$ cat config.mk
export PLATFORM = sky130hd
export DESIGN_NAME = pipe_hazard_ctrl_flat
export DESIGN_NICKNAME = d
export VERILOG_FILES = /design/src/rtl/pipe_hazard_ctrl_pkg.sv /design/src/rtl/pipe_hazard_ctrl_if.sv /design/src/rtl/pipe_hazard_ctrl_hz_detect.sv /design/src/rtl/pipe_hazard_ctrl.sv /design/src/flat_wrapper.sv
export SDC_FILE = /design/constraint.sdc
export NUM_CORES = 1
export LEC_CHECK = 0
export BUFFER_PORTS_ARGS = -buffer_cell sky130_fd_sc_hd__buf_4
export CELL_PAD_IN_SITES_DETAIL_PLACEMENT = 0
export CELL_PAD_IN_SITES_GLOBAL_PLACEMENT = 1
export CORE_ASPECT_RATIO = 0.7
export CORE_MARGIN = 4
export CORE_UTILIZATION = 35
export CTS_BUF_LIST = sky130_fd_sc_hd__clkbuf_8
export DETAILED_ROUTE_END_ITERATION = 10
export PLACE_DENSITY = 0.8
export SLEW_MARGIN = 15
export SYNTH_ARGS = -nofsm -noshare
export SYNTH_HDL_FRONTEND = slang
export SYNTH_SLANG_ARGS = --single-unit
$ cat constraint.sdc
create_clock -name clk -period 2.2 [get_ports clk]
set_input_delay 0.33 -clock clk [delete_from_list [all_inputs] [get_ports clk]]
set_output_delay 0.33 -clock clk [all_outputs]
set_load 0.02 [all_outputs]
$ cat src/rtl/pipe_hazard_ctrl_pkg.sv
// Shared types and constants for the pipeline hazard controller: FSM state
// encoding, the strobe bundle driven to the pipeline registers, and ID/EX control-bit positions.
package pipe_pkg;

  typedef enum logic [1:0] {
    RUN      = 2'd0,
    MEM_WAIT = 2'd1,
    DRAIN    = 2'd2,
    HALT     = 2'd3
  } state_e;

  // Default register-specifier width.
  localparam int REG_W_DEF = 4;

  // Positions of the load and register-write flags inside the 7-bit ID/EX control field.
  localparam int IDEX_MEMREAD_BIT  = 3;
  localparam int IDEX_REGWRITE_BIT = 6;

  typedef struct packed {
    logic pc_wen;
    logic ifid_wen;
    logic ifid_flush;
    logic idex_wen;
    logic idex_bubble;
    logic exmem_wen;
    logic memwb_wen;
  } strobes_t;

  localparam strobes_t STRB_RUN  = 7'b1101011;
  localparam strobes_t STRB_HOLD = 7'b0000000;

  function automatic logic idex_is_load(input logic [6:0] ctrl);
    return ctrl[IDEX_MEMREAD_BIT] & ctrl[IDEX_REGWRITE_BIT];
  endfunction

endpackage

$ cat src/rtl/pipe_hazard_ctrl_if.sv
// Bundle of decoded-ID, EX, memory-handshake inputs and pipeline-register strobes
// exchanged between the pipeline datapath and the hazard controller.
interface pipe_hazard_ctrl_if #(
  parameter int REG_W = pipe_pkg::REG_W_DEF,
  parameter int CNT_W = 16
);
  logic             id_valid;
  logic [REG_W-1:0] id_rs;
  logic [REG_W-1:0] id_rt;
  logic             id_uses_rs;
  logic             id_uses_rt;
  logic             id_halt;
  logic             ex_memread;
  logic             ex_regwrite;
  logic [REG_W-1:0] ex_dst;
  logic             br_taken;
  logic             mem_req;
  logic             mem_ack;

  logic             pc_wen;
  logic             ifid_wen;
  logic             ifid_flush;
  logic             idex_wen;
  logic             idex_bubble;
  logic             exmem_wen;
  logic             memwb_wen;
  logic             halted;
  logic [CNT_W-1:0] stall_cnt;

  modport master (
    output id_valid, id_rs, id_rt, id_uses_rs, id_uses_rt, id_halt,
    output ex_memread, ex_regwrite, ex_dst, br_taken, mem_req, mem_ack,
    input  pc_wen, ifid_wen, ifid_flush, idex_wen, idex_bubble,
    input  exmem_wen, memwb_wen, halted, stall_cnt
  );

  modport slave (
    input  id_valid, id_rs, id_rt, id_uses_rs, id_uses_rt, id_halt,
    input  ex_memread, ex_regwrite, ex_dst, br_taken, mem_req, mem_ack,
    output pc_wen, ifid_wen, ifid_flush, idex_wen, idex_bubble,
    output exmem_wen, memwb_wen, halted, stall_cnt
  );

endinterface

$ cat src/rtl/pipe_hazard_ctrl_hz_detect.sv
// Combinational load-use hazard comparator: the instruction in ID reads a register
// that the load currently in EX has not yet produced.
module hz_detect #(
  parameter int REG_W = pipe_pkg::REG_W_DEF
) (
  input  logic             i_id_valid,
  input  logic [REG_W-1:0] i_id_rs,
  input  logic [REG_W-1:0] i_id_rt,
  input  logic             i_uses_rs,
  input  logic             i_uses_rt,
  input  logic             i_ex_memread,
  input  logic             i_ex_regwrite,
  input  logic [REG_W-1:0] i_ex_dst,
  output logic             o_lu_haz
);

  logic w_rs_hit;
  logic w_rt_hit;
  logic w_ex_load;

  assign w_rs_hit  = i_uses_rs & (i_id_rs == i_ex_dst);
  assign w_rt_hit  = i_uses_rt & (i_id_rt == i_ex_dst);
  // Register 0 is hard-wired, so a load targeting it never creates a dependency.
  assign w_ex_load = i_ex_memread & i_ex_regwrite & (i_ex_dst != '0);
  assign o_lu_haz  = i_id_valid & w_ex_load & (w_rs_hit | w_rt_hit);

endmodule

$ cat src/rtl/pipe_hazard_ctrl.sv
// Pipeline control: stalls on load-use, kills wrong-path fetches on taken branches,
// freezes the pipe during data-memory waits and drains it to a sticky halt on HLT.
module pipe_hazard_ctrl #(
  parameter int REG_W     = pipe_pkg::REG_W_DEF,
  parameter int CNT_W     = 16,
  parameter int DRAIN_CYC = 3
) (
  input  logic              clk,
  input  logic              rst,
  pipe_hazard_ctrl_if.slave bus
);
  import pipe_pkg::*;

  localparam int DCW = $clog2(DRAIN_CYC + 1);

  state_e           r_state;
  state_e           w_next;
  state_e           w_eff;
  logic             r_ret_drain;
  logic             w_ret_next;
  logic [DCW-1:0]   r_drain_cnt;
  logic [DCW-1:0]   w_cnt_next;
  logic             r_halted;
  logic [CNT_W-1:0] r_stall;
  strobes_t         w_strb;
  logic             w_lu_haz;
  logic             w_memhold;
  logic             w_stall_inc;

  hz_detect #(.REG_W(REG_W)) u_hz (
    .i_id_valid   (bus.id_valid),
    .i_id_rs      (bus.id_rs),
    .i_id_rt      (bus.id_rt),
    .i_uses_rs    (bus.id_uses_rs),
    .i_uses_rt    (bus.id_uses_rt),
    .i_ex_memread (bus.ex_memread),
    .i_ex_regwrite(bus.ex_regwrite),
    .i_ex_dst     (bus.ex_dst),
    .o_lu_haz     (w_lu_haz)
  );

  assign w_memhold = bus.mem_req & ~bus.mem_ack;

  always_comb begin
    // On the completing cycle of a memory wait, behave exactly as the state we came from.
    w_eff = r_state;
    if (r_state == MEM_WAIT && bus.mem_req && bus.mem_ack)
      w_eff = r_ret_drain ? DRAIN : RUN;

    w_strb     = STRB_RUN;
    w_next     = w_eff;
    w_ret_next = r_ret_drain;
    w_cnt_next = r_drain_cnt;

    case (w_eff)
      RUN: begin
        if (w_memhold) begin
          w_strb     = STRB_HOLD;
          w_next     = MEM_WAIT;
          w_ret_next = 1'b0;
        end else if (bus.br_taken) begin
          w_strb.ifid_flush  = 1'b1;
          w_strb.idex_bubble = 1'b1;
        end else if (w_lu_haz) begin
          w_strb.pc_wen      = 1'b0;
          w_strb.ifid_wen    = 1'b0;
          w_strb.idex_bubble = 1'b1;
        end else if (bus.id_halt && bus.id_valid) begin
          w_strb.pc_wen     = 1'b0;
          w_strb.ifid_flush = 1'b1;
          w_next            = DRAIN;
          w_cnt_next        = DCW'(DRAIN_CYC);
        end
      end
      DRAIN: begin
        if (w_memhold) begin
          w_strb     = STRB_HOLD;
          w_next     = MEM_WAIT;
          w_ret_next = 1'b1;
        end else if (bus.br_taken) begin
          // The HLT being drained was fetched down the wrong path; resume normal flow.
          w_strb.ifid_flush  = 1'b1;
          w_strb.idex_bubble = 1'b1;
          w_next             = RUN;
          w_cnt_next         = '0;
        end else begin
          w_strb.pc_wen     = 1'b0;
          w_strb.ifid_flush = 1'b1;
          w_cnt_next        = r_drain_cnt - 1'b1;
          if (r_drain_cnt == DCW'(1))
            w_next = HALT;
        end
      end
      default: w_strb = STRB_HOLD;
    endcase
  end

  assign w_stall_inc = ~w_strb.pc_wen & (r_state != HALT);

  always_ff @(posedge clk or negedge rst) begin
    if (!rst) begin
      r_state     <= RUN;
      r_ret_drain <= 1'b0;
      r_drain_cnt <= '0;
      r_halted    <= 1'b0;
      r_stall     <= '0;
    end else begin
      r_state     <= w_next;
      r_ret_drain <= w_ret_next;
      r_drain_cnt <= w_cnt_next;
      r_halted    <= (w_next == HALT);
      if (w_stall_inc && r_stall != {CNT_W{1'b1}})
        r_stall <= r_stall + 1'b1;
    end
  end

  assign bus.pc_wen      = w_strb.pc_wen;
  assign bus.ifid_wen    = w_strb.ifid_wen;
  assign bus.ifid_flush  = w_strb.ifid_flush;
  assign bus.idex_wen    = w_strb.idex_wen;
  assign bus.idex_bubble = w_strb.idex_bubble;
  assign bus.exmem_wen   = w_strb.exmem_wen;
  assign bus.memwb_wen   = w_strb.memwb_wen;
  assign bus.halted      = r_halted;
  assign bus.stall_cnt   = r_stall;

endmodule

$ cat src/flat_wrapper.sv
// flat-port wrapper written by rule: the top's interface ports become plain ports
module pipe_hazard_ctrl_flat import pipe_pkg::*;
#(
  parameter int REG_W     = pipe_pkg::REG_W_DEF,
  parameter int CNT_W     = 16,
  parameter int DRAIN_CYC = 3
)
  (clk, rst, bus_id_valid, bus_id_rs, bus_id_rt, bus_id_uses_rs, bus_id_uses_rt, bus_id_halt, bus_ex_memread, bus_ex_regwrite, bus_ex_dst, bus_br_taken, bus_mem_req, bus_mem_ack, bus_pc_wen, bus_ifid_wen, bus_ifid_flush, bus_idex_wen, bus_idex_bubble, bus_exmem_wen, bus_memwb_wen, bus_halted, bus_stall_cnt);
  pipe_hazard_ctrl_if #(.REG_W(REG_W), .CNT_W(CNT_W)) bus_i ();
  input  logic clk;
  input  logic rst;
  input wire logic [$bits(bus_i.id_valid)-1:0] bus_id_valid;
  input wire logic [$bits(bus_i.id_rs)-1:0] bus_id_rs;
  input wire logic [$bits(bus_i.id_rt)-1:0] bus_id_rt;
  input wire logic [$bits(bus_i.id_uses_rs)-1:0] bus_id_uses_rs;
  input wire logic [$bits(bus_i.id_uses_rt)-1:0] bus_id_uses_rt;
  input wire logic [$bits(bus_i.id_halt)-1:0] bus_id_halt;
  input wire logic [$bits(bus_i.ex_memread)-1:0] bus_ex_memread;
  input wire logic [$bits(bus_i.ex_regwrite)-1:0] bus_ex_regwrite;
  input wire logic [$bits(bus_i.ex_dst)-1:0] bus_ex_dst;
  input wire logic [$bits(bus_i.br_taken)-1:0] bus_br_taken;
  input wire logic [$bits(bus_i.mem_req)-1:0] bus_mem_req;
  input wire logic [$bits(bus_i.mem_ack)-1:0] bus_mem_ack;
  output wire logic [$bits(bus_i.pc_wen)-1:0] bus_pc_wen;
  output wire logic [$bits(bus_i.ifid_wen)-1:0] bus_ifid_wen;
  output wire logic [$bits(bus_i.ifid_flush)-1:0] bus_ifid_flush;
  output wire logic [$bits(bus_i.idex_wen)-1:0] bus_idex_wen;
  output wire logic [$bits(bus_i.idex_bubble)-1:0] bus_idex_bubble;
  output wire logic [$bits(bus_i.exmem_wen)-1:0] bus_exmem_wen;
  output wire logic [$bits(bus_i.memwb_wen)-1:0] bus_memwb_wen;
  output wire logic [$bits(bus_i.halted)-1:0] bus_halted;
  output wire logic [$bits(bus_i.stall_cnt)-1:0] bus_stall_cnt;
  assign bus_i.id_valid = bus_id_valid;
  assign bus_i.id_rs = bus_id_rs;
  assign bus_i.id_rt = bus_id_rt;
  assign bus_i.id_uses_rs = bus_id_uses_rs;
  assign bus_i.id_uses_rt = bus_id_uses_rt;
  assign bus_i.id_halt = bus_id_halt;
  assign bus_i.ex_memread = bus_ex_memread;
  assign bus_i.ex_regwrite = bus_ex_regwrite;
  assign bus_i.ex_dst = bus_ex_dst;
  assign bus_i.br_taken = bus_br_taken;
  assign bus_i.mem_req = bus_mem_req;
  assign bus_i.mem_ack = bus_mem_ack;
  assign bus_pc_wen = bus_i.pc_wen;
  assign bus_ifid_wen = bus_i.ifid_wen;
  assign bus_ifid_flush = bus_i.ifid_flush;
  assign bus_idex_wen = bus_i.idex_wen;
  assign bus_idex_bubble = bus_i.idex_bubble;
  assign bus_exmem_wen = bus_i.exmem_wen;
  assign bus_memwb_wen = bus_i.memwb_wen;
  assign bus_halted = bus_i.halted;
  assign bus_stall_cnt = bus_i.stall_cnt;
  pipe_hazard_ctrl #(.REG_W(REG_W), .CNT_W(CNT_W), .DRAIN_CYC(DRAIN_CYC)) u_core (.clk(clk), .rst(rst), .bus(bus_i));
endmodule
==> impl_metrics.csv, run 1 <==
group,metric,value,unit
synthesis,synth_fa_ha_area_share,1.93,%
sta,setup_viol,0,
power,p_switching,0.689,mW
clock_tree,cts.clk_slew.worst_paths,0.07,ns
global_route,grt_max_degree,23,
power,power_density,981,mW/mm²
outcome,outcome,"completed",
routing,top_layer,"met4",
place,hpwl,2.27,mm
die,die_h,58.9,µm
clock_tree,ctsRootBufferMaster,"clkbuf_8",
clock_tree,tritoncts,"built",
routing,routed_wl,2.75,mm
cells_and_area,stdcell_area,0.00173,mm²
clock_tree,cts_setup_buffers,0,
power,peakVddDrop,408,µV
sta,finalMaxSlewViolations,0,
run,drv_cap,0,
synthesis,synth_seq_cells,22,
critical_path,cp_slowest_cell,"nor4_2",
clock_tree,clk_latency,0.26,ns
worst_hold_path,hold_class,"input port to register",
global_route,antenna_found_initial,0,
synthesis,synthFlopType,"dfrtp_1",
sta,fin_crit,1.94,ns
cells_and_area,final_nets,208,
power,combPwrFrac,46.8,%
sta,rsz0062_at_grt,"no",
synthesis,synthTopCellsByCount,"dfrtp_1 (22), xnor2_1 (15), nand3_1 (12)",
die,rows,18,
routing,met1_length,1.35,mm
synthesis,async_flop_share,100,%
clock_tree,cts.sinks,22,
synthesis,synth_top_area_share,42.6,%
critical_path,arrival,1.61,ns
routing,wl_met2,1.21,mm
routing,routedWlPerCell,11.9,µm
synthesis,yosys.area_share.simple,22.7,%
routing,detail-route-antenna-nets,0,
cells_and_area,area_growth,34.0,%
clock_tree,clk_path_buf_depth,2,
power,swShare,40.5,%
cells_and_area,n_antenna_cell,0,
synthesis,synth_top_family_by_area,"simple AND/OR/NAND/NOR gates",
synthesis,synthTopCellsByArea,"dfrtp_1 (43%), xnor2_1 (10%), xor2_1 (4.7%)",
sta,slew_headroom,75.4,%
synthesis,yosys.area.top_type,"dfrtp_1",
power,seqPwrFrac,39.0,%
synthesis,ys_warn_count,0,
global_route,overflow,0,
power,leakagePower,0.823,nW
routing,drtPass1Iterations,4,
sta,finClkSkew,0.00334,ns
die,io_pins,47,
cells_and_area,layout-drive-gt1-share,31.5,%
critical_path,critPathKind,"input port to primary output",
synthesis,synth_edf_count,0,
critical_path,required,1.87,ns
sta,tns,0,ns
routing,num_vias,1121,
sta,hold_violations,0,
place,gp_congestion,0.740,
routing,vias_per_cell,4.85,
clock_tree,cts_resized,0,
global_route,grt_pass1_wl,4.58,mm
global_route,grt_usage,12.4,%
die,design.core.area,0.00354,mm²
critical_path,endpoint_kind,"primary output",
routing,first_iter_violations,50,
routing,routed-wl-met3,163,µm
place,portBuffers,46,
die,dieArea,0.00475,mm²
sta,holdWs,0.439,ns
sta,tightest_slew,0.366,ns
synthesis,avgSynthCellArea,9.65,µm²
place,dpl-instance-area,0.00168,mm²
synthesis,ys_seq_area_share,42.6,%
power,power.internal,1.01,mW
power,power.total,1.70,mW
critical_path,worstSetupStartpointType,"input port",
synthesis,synth_nets,159,
routing,drc_errors,0,
synthesis,yosysUniqueCellTypes,31,
critical_path,slowest_delay,0.26,ns
clock_tree,cts_inserted_buffers,3,
sta,fmax,516,MHz
synthesis,synth.mux.area_fraction,3.29,%
global_route,grt_pass1_vias,1031,
synthesis,yosysMostFrequentCell,"dfrtp_1",
die,dieWidth,80.7,µm
clock_tree,htreeDepth,1,
die,initial_utilization,36.6,%
synthesis,synth-xor-area-share,14.9,%
power,power_frac_clock,14.2,%
critical_path,worstPathMaxFanout,3,
synthesis,synth_compound_area_share,10.8,%
critical_path,cp_cell_sequence,"buf_4 > nor4_2 > nor2_1 > and4_1 > nor2_1 > and2_1 > o21a_1 > buf_4",
synthesis,syn_area,0.00129,mm²
sta,timing.final.crit_share,88.1,%
synthesis,syn_inst,134,
path summary, 6_finish.rpt:
check | from | to | slack (ns) | depth (start not counted)
max | bus_ex_dst[0] | bus_ifid_flush | 0.26 | 8
min | bus_br_taken | u_core.bus.halted | 0.44 | 4
max reg2reg | u_core.bus.stall_cnt[6] | u_core.bus.stall_cnt[1] | 0.31 | 6
min reg2reg | u_core.bus.stall_cnt[10] | u_core.bus.stall_cnt[10] | 0.50 | 1
max in group asynchronous | rst | u_core.r_ret_drain | 1.50 | 2
min in group asynchronous | rst | u_core.bus.stall_cnt[2] | 0.49 | 2
layout by cell type (no fill, tap or decap), drive strengths merged, types with 2 or more instances in the layout:
| master | Yosys | layout |
|---|---|---|
| a21boi | 4 | 4 |
| and2 | 3 | 3 |
| and3 | 6 | 6 |
| and4 | 2 | 2 |
| buf | 3 | 48 |
| clkbuf | 2 | 3 |
| dfrtp | 22 | 22 |
| ha | 2 | 2 |
| inv | 4 | 4 |
| mux2 | 2 | 2 |
| mux2i | 2 | 2 |
| nand2 | 11 | 11 |
| nand2b | 2 | 2 |
| nand3 | 12 | 12 |
| nand4 | 5 | 5 |
| nor2 | 10 | 10 |
| nor3 | 2 | 2 |
| o211ai | 2 | 2 |
| o21a | 2 | 2 |
| o21ai | 8 | 8 |
| xnor2 | 15 | 15 |
| xor2 | 7 | 7 |
sequential cells by signal, summed over array words and instances (netlist names):
signal / count
u_core.bus.halted: 1
u_core.bus.stall_cnt: 16
u_core.r_drain_cnt: 2
u_core.r_ret_drain: 1
u_core.r_state: 2
layout make-up:
class                      count  area (µm²)
fill                         365        1800
clock buffer                   3        41.3
tap                           50        62.6
inverter                       4        15.0
sequential                    22         551
multi-input combinational    103         694
timing repair buffer          49         370
critical path, delay by kind of cell:
family	cells	cell delay (ns)
buf+inv	2	0.26
compound gates	1	0.12
simple gates	5	0.89
power groups by stage:
stage | sequential [mW] | clock, mW | combinational (mW)
6_report | 0.663 | 0.241 | 0.797
5_1_grt | 0.686 | 0.267 | 0.869
4_1_cts | 0.663 | 0.252 | 0.812
3_5_place_dp | 0.671 | 0 | 0.807
3_3_place_gp | 0.666 | 0 | 0.789
2_1_floorplan | 0.708 | 0 | 0.484
what timing repair did:
item	in CTS	in global routing
hold buffers	1	0
setup endpoints to repair	0	0
endpoints found under the hold margin	22	0
layer usage:
layer	track usage [%]	vias up
met5	0	-
met4	3.61	0
met3	3.98	4
met2	18.5	33
met1	17.3	523
li1	-	561
metrics by stage:
step           cells  setup WS, ns  util (%)
6_report         231         0.263      49.0
4_1_cts          231         0.250      49.0
5_1_grt          231         0.143      49.0
3_3_place_gp     227         0.194      47.6
2_1_floorplan    134         0.124         -
3_5_place_dp     227         0.156      47.6
cells by family (layout without fill, tap and decap cells):
| logic type | Yosys count | in the layout |
|---|---|---|
| flops | 22 | 22 |
| fa+ha+maj | 2 | 2 |
| buf+inv | 9 | 56 |
| compound gates | 20 | 20 |
| xor+xnor | 22 | 22 |
| mux | 4 | 4 |
| simple gates | 55 | 55 |
(Power assumes the default switching activity.)
==> run 2: changes to the inputs <==
--- a/config.mk
+++ b/config.mk
@@ -13,8 +13,9 @@
 export CORE_UTILIZATION = 35
 export CTS_BUF_LIST = sky130_fd_sc_hd__clkbuf_8
 export DETAILED_ROUTE_END_ITERATION = 10
-export PLACE_DENSITY = 0.8
+export PLACE_DENSITY = 0.79
 export SLEW_MARGIN = 15
 export SYNTH_ARGS = -nofsm -noshare
 export SYNTH_HDL_FRONTEND = slang
+export SYNTH_HIERARCHICAL = 1
 export SYNTH_SLANG_ARGS = --single-unit
==> impl_metrics.csv, run 2 <==
group,metric,value,unit
sta,finalMaxSlewViolations,0,
synthesis,ys_warn_count,6,
sta,fin_ws,0.0775,ns
global_route,overflow,0,
critical_path,critPathKind,"input port to primary output",
critical_path,cp_slowest_cell,"or4_1",
critical_path,worstSetupStartpointType,"input port",
clock_tree,cts.clk_slew.worst_paths,0.07,ns
critical_path,reg2regPathDepth,5,
routing,num_vias,1131,
cells_and_area,n_fill_cell,341,
cells_and_area,final_nets,206,
global_route,grt_pass1_wl,5.15,mm
routing,routedWlPerCell,13.9,µm
power,power_frac_clock,16.1,%
routing,detail-route-antenna-nets,0,
sta,tightest_slew,0.349,ns
cells_and_area,layout-drive-gt1-share,36.3,%
synthesis,synthFlopType,"dfrtp_1",
place,gp_congestion,0.813,
routing,first_iter_violations,52,
routing,vias_per_cell,4.94,
synthesis,synthTopCellsByArea,"dfrtp_1 (43%), xnor2_1 (8.1%), xor2_1 (4.7%)",
sta,setup_viol,0,
power,power.internal,0.936,mW
critical_path,required,1.87,ns
synthesis,synthTopCellsByCount,"dfrtp_1 (22), a21oi_1 (12), xnor2_1 (12)",
clock_tree,ctsRootBufferMaster,"clkbuf_8",
power,combPwrFrac,43.4,%
clock_tree,tritoncts,"built",
place,place_worst_setup_slack,-0.135,ns
synthesis,synth_top_area_share,42.6,%
routing,drtPass1Iterations,4,
sta,fmax,471,MHz
sta,slew_headroom,76.7,%
place,portBuffers,46,
sta,timing.final.crit_share,96.5,%
synthesis,synth_nets,153,
clock_tree,clk_latency,0.26,ns
clock_tree,htreeDepth,1,
global_route,grt_pass1_vias,1069,
synthesis,ys_seq_area_share,42.6,%
clock_tree,cts_inserted_buffers,3,
global_route,antenna_found_initial,0,
outcome,outcome,"completed",
critical_path,endpoint_kind,"primary output",
sta,finClkSkew,0.00239,ns
clock_tree,cts.sinks,22,
power,peakVddDrop,658,µV
global_route,grt_usage,14.0,%
die,dieWidth,80.7,µm
cells_and_area,final_cell_count_no_fill,229,
critical_path,arrival,1.79,ns
cells_and_area,area_growth,36.1,%
routing,drc_errors,0,
synthesis,syn_area,0.00129,mm²
die,dieArea,0.00475,mm²
synthesis,synth_seq_cells,22,
power,p_switching,0.590,mW
synthesis,syn_inst,128,
sta,rsz0062_at_grt,"no",
sta,hold_violations,0,
synthesis,yosys.area.top_type,"dfrtp_1",
place,dpl.cell_count,225,
cells_and_area,final_cell_mix,"buf_4 (50), dfrtp_1 (22), xnor2_1 (12)",
synthesis,async_flop_share,100,%
worst_hold_path,min_path_cells,4,
run,drv_cap,0,
critical_path,path_common_cell,"buf_4",
synthesis,yosysUniqueCellTypes,39,
critical_path,worstPathMaxFanout,3,
die,rows,18,
power,seqPwrFrac,40.6,%
cells_and_area,largest_reg_flops,16,
clock_tree,clk_path_buf_depth,2,
synthesis,avgSynthCellArea,10.1,µm²
cells_and_area,stdcell_area,0.00176,mm²
cells_and_area,n_antenna_cell,0,
die,design.core.area,0.00354,mm²
power,swShare,38.7,%
sta,fin_crit,2.12,ns
die,initial_utilization,36.6,%
routing,routed_wl,3.17,mm
critical_path,cp_cell_sequence,"buf_4 > or4_1 > nand4_1 > a21oi_1 > buf_4 > nand3b_1 > a21oi_2 > buf_4",
place,hpwl,2.58,mm
cells_and_area,layout_commonest_cell,"buf_4",
critical_path,slowest_delay,0.52,ns
die,io_pins,47,
power,leakagePower,0.826,nW
power,power_density,867,mW/mm²
die,die_h,58.9,µm
synthesis,yosysMostFrequentCell,"dfrtp_1",
place,dpl-instance-area,0.00171,mm²
global_route,grt_max_degree,23,
synthesis,synth_edf_count,0,
worst_hold_path,hold_class,"input port to register",
==> run 2: cell count changes after synthesis, moves of 3 or more <==
| cell | previous run | this run |
|---|---|---|
| nand2_1 | 11 | 6 |
| nor2_1 | 10 | 6 |
| a21boi_0 | 4 | 1 |
| a21oi_1 | 1 | 12 |
| nand3_1 | 12 | 8 |
| xnor2_1 | 15 | 12 |
==> run 2: per-layer routing <==
layer | vias up | share of wire (%) | global-route usage (%)
met3 | 3 | 4.5 | 3.67
met5 | - | 0 | 0
met1 | 537 | 47 | 20.3
met2 | 20 | 48 | 21.9
li1 | 571 | - | -
met4 | 0 | 0.32 | 1.45
==> run 2: what timing repair did <==
item / CTS / global route
buffers inserted: 0 / 0
hold buffers: 1 / 0
hold endpoints to repair: 22 / 0
resized for setup: 0 / 2
endpoints found under the setup margin: 0 / 9
==> run 2: critical path: cells and delay by family <==
kind,cells,cell delay (ns)
AND/OR/NAND/NOR,3,0.83
buffers and inverters,3,0.42
AO/OA/AOI/OAI,2,0.21
==> run 2: kinds of logic (layout without fill, tap and decap cells) <==
logic type	Yosys count	after routing	synth area share, %
flops	22	22	42.6
buf+inv	8	59	3.48
simple gates	42	42	18.0
xor+xnor	19	19	12.9
mux	4	4	3.67
compound gates	31	31	17.5
fa+ha+maj	2	2	1.93
==> run 2: worst paths after layout <==
path,from,slack [ns],end
worst min-delay path,bus_br_taken,0.48,u_core/r_drain_cnt[0]
worst max-delay path,bus_ex_dst[3],0.08,bus_ifid_flush
worst min register to register,u_core/bus.stall_cnt[10],0.51,u_core/bus.stall_cnt[10]
max in group asynchronous,rst,1.49,u_core/bus.halted
worst max register to register,u_core/bus.stall_cnt[0],0.38,u_core/bus.stall_cnt[1]
min in group asynchronous,rst,0.49,u_core/bus.stall_cnt[9]
==> run 2: layout make-up <==
type | instances | area, µm² | share of cell area [%]
sequential | 22 | 551 | 31.3
tap | 50 | 62.6 | 3.55
clock buffer | 3 | 41.3 | 2.35
timing repair buffer | 51 | 385 | 21.9
multi-input combinational | 98 | 702 | 39.9
inverter | 5 | 18.8 | 1.07
==> run 2: per-stage QoR <==
step	setup TNS, ns	hold WS (ns)	utilization (%)	total power, mW
after floorplan	0	0.0344	-	1.02
after global placement	-0.217	0.233	48.2	1.26
after detailed placement	-0.987	0.236	48.2	1.29
after CTS	0	0.469	49.7	1.54
after global routing	0	0.504	49.8	1.63
final	0	0.480	49.8	1.53
==> run 2: power groups by stage <==
stage / sequential [mW] / clock (mW) / combinational, mW
final: 0.619 / 0.245 / 0.662
after global routing: 0.637 / 0.267 / 0.721
after CTS: 0.619 / 0.254 / 0.665
after detailed placement: 0.625 / 0 / 0.660
after global placement: 0.619 / 0 / 0.637
after floorplan: 0.680 / 0 / 0.336
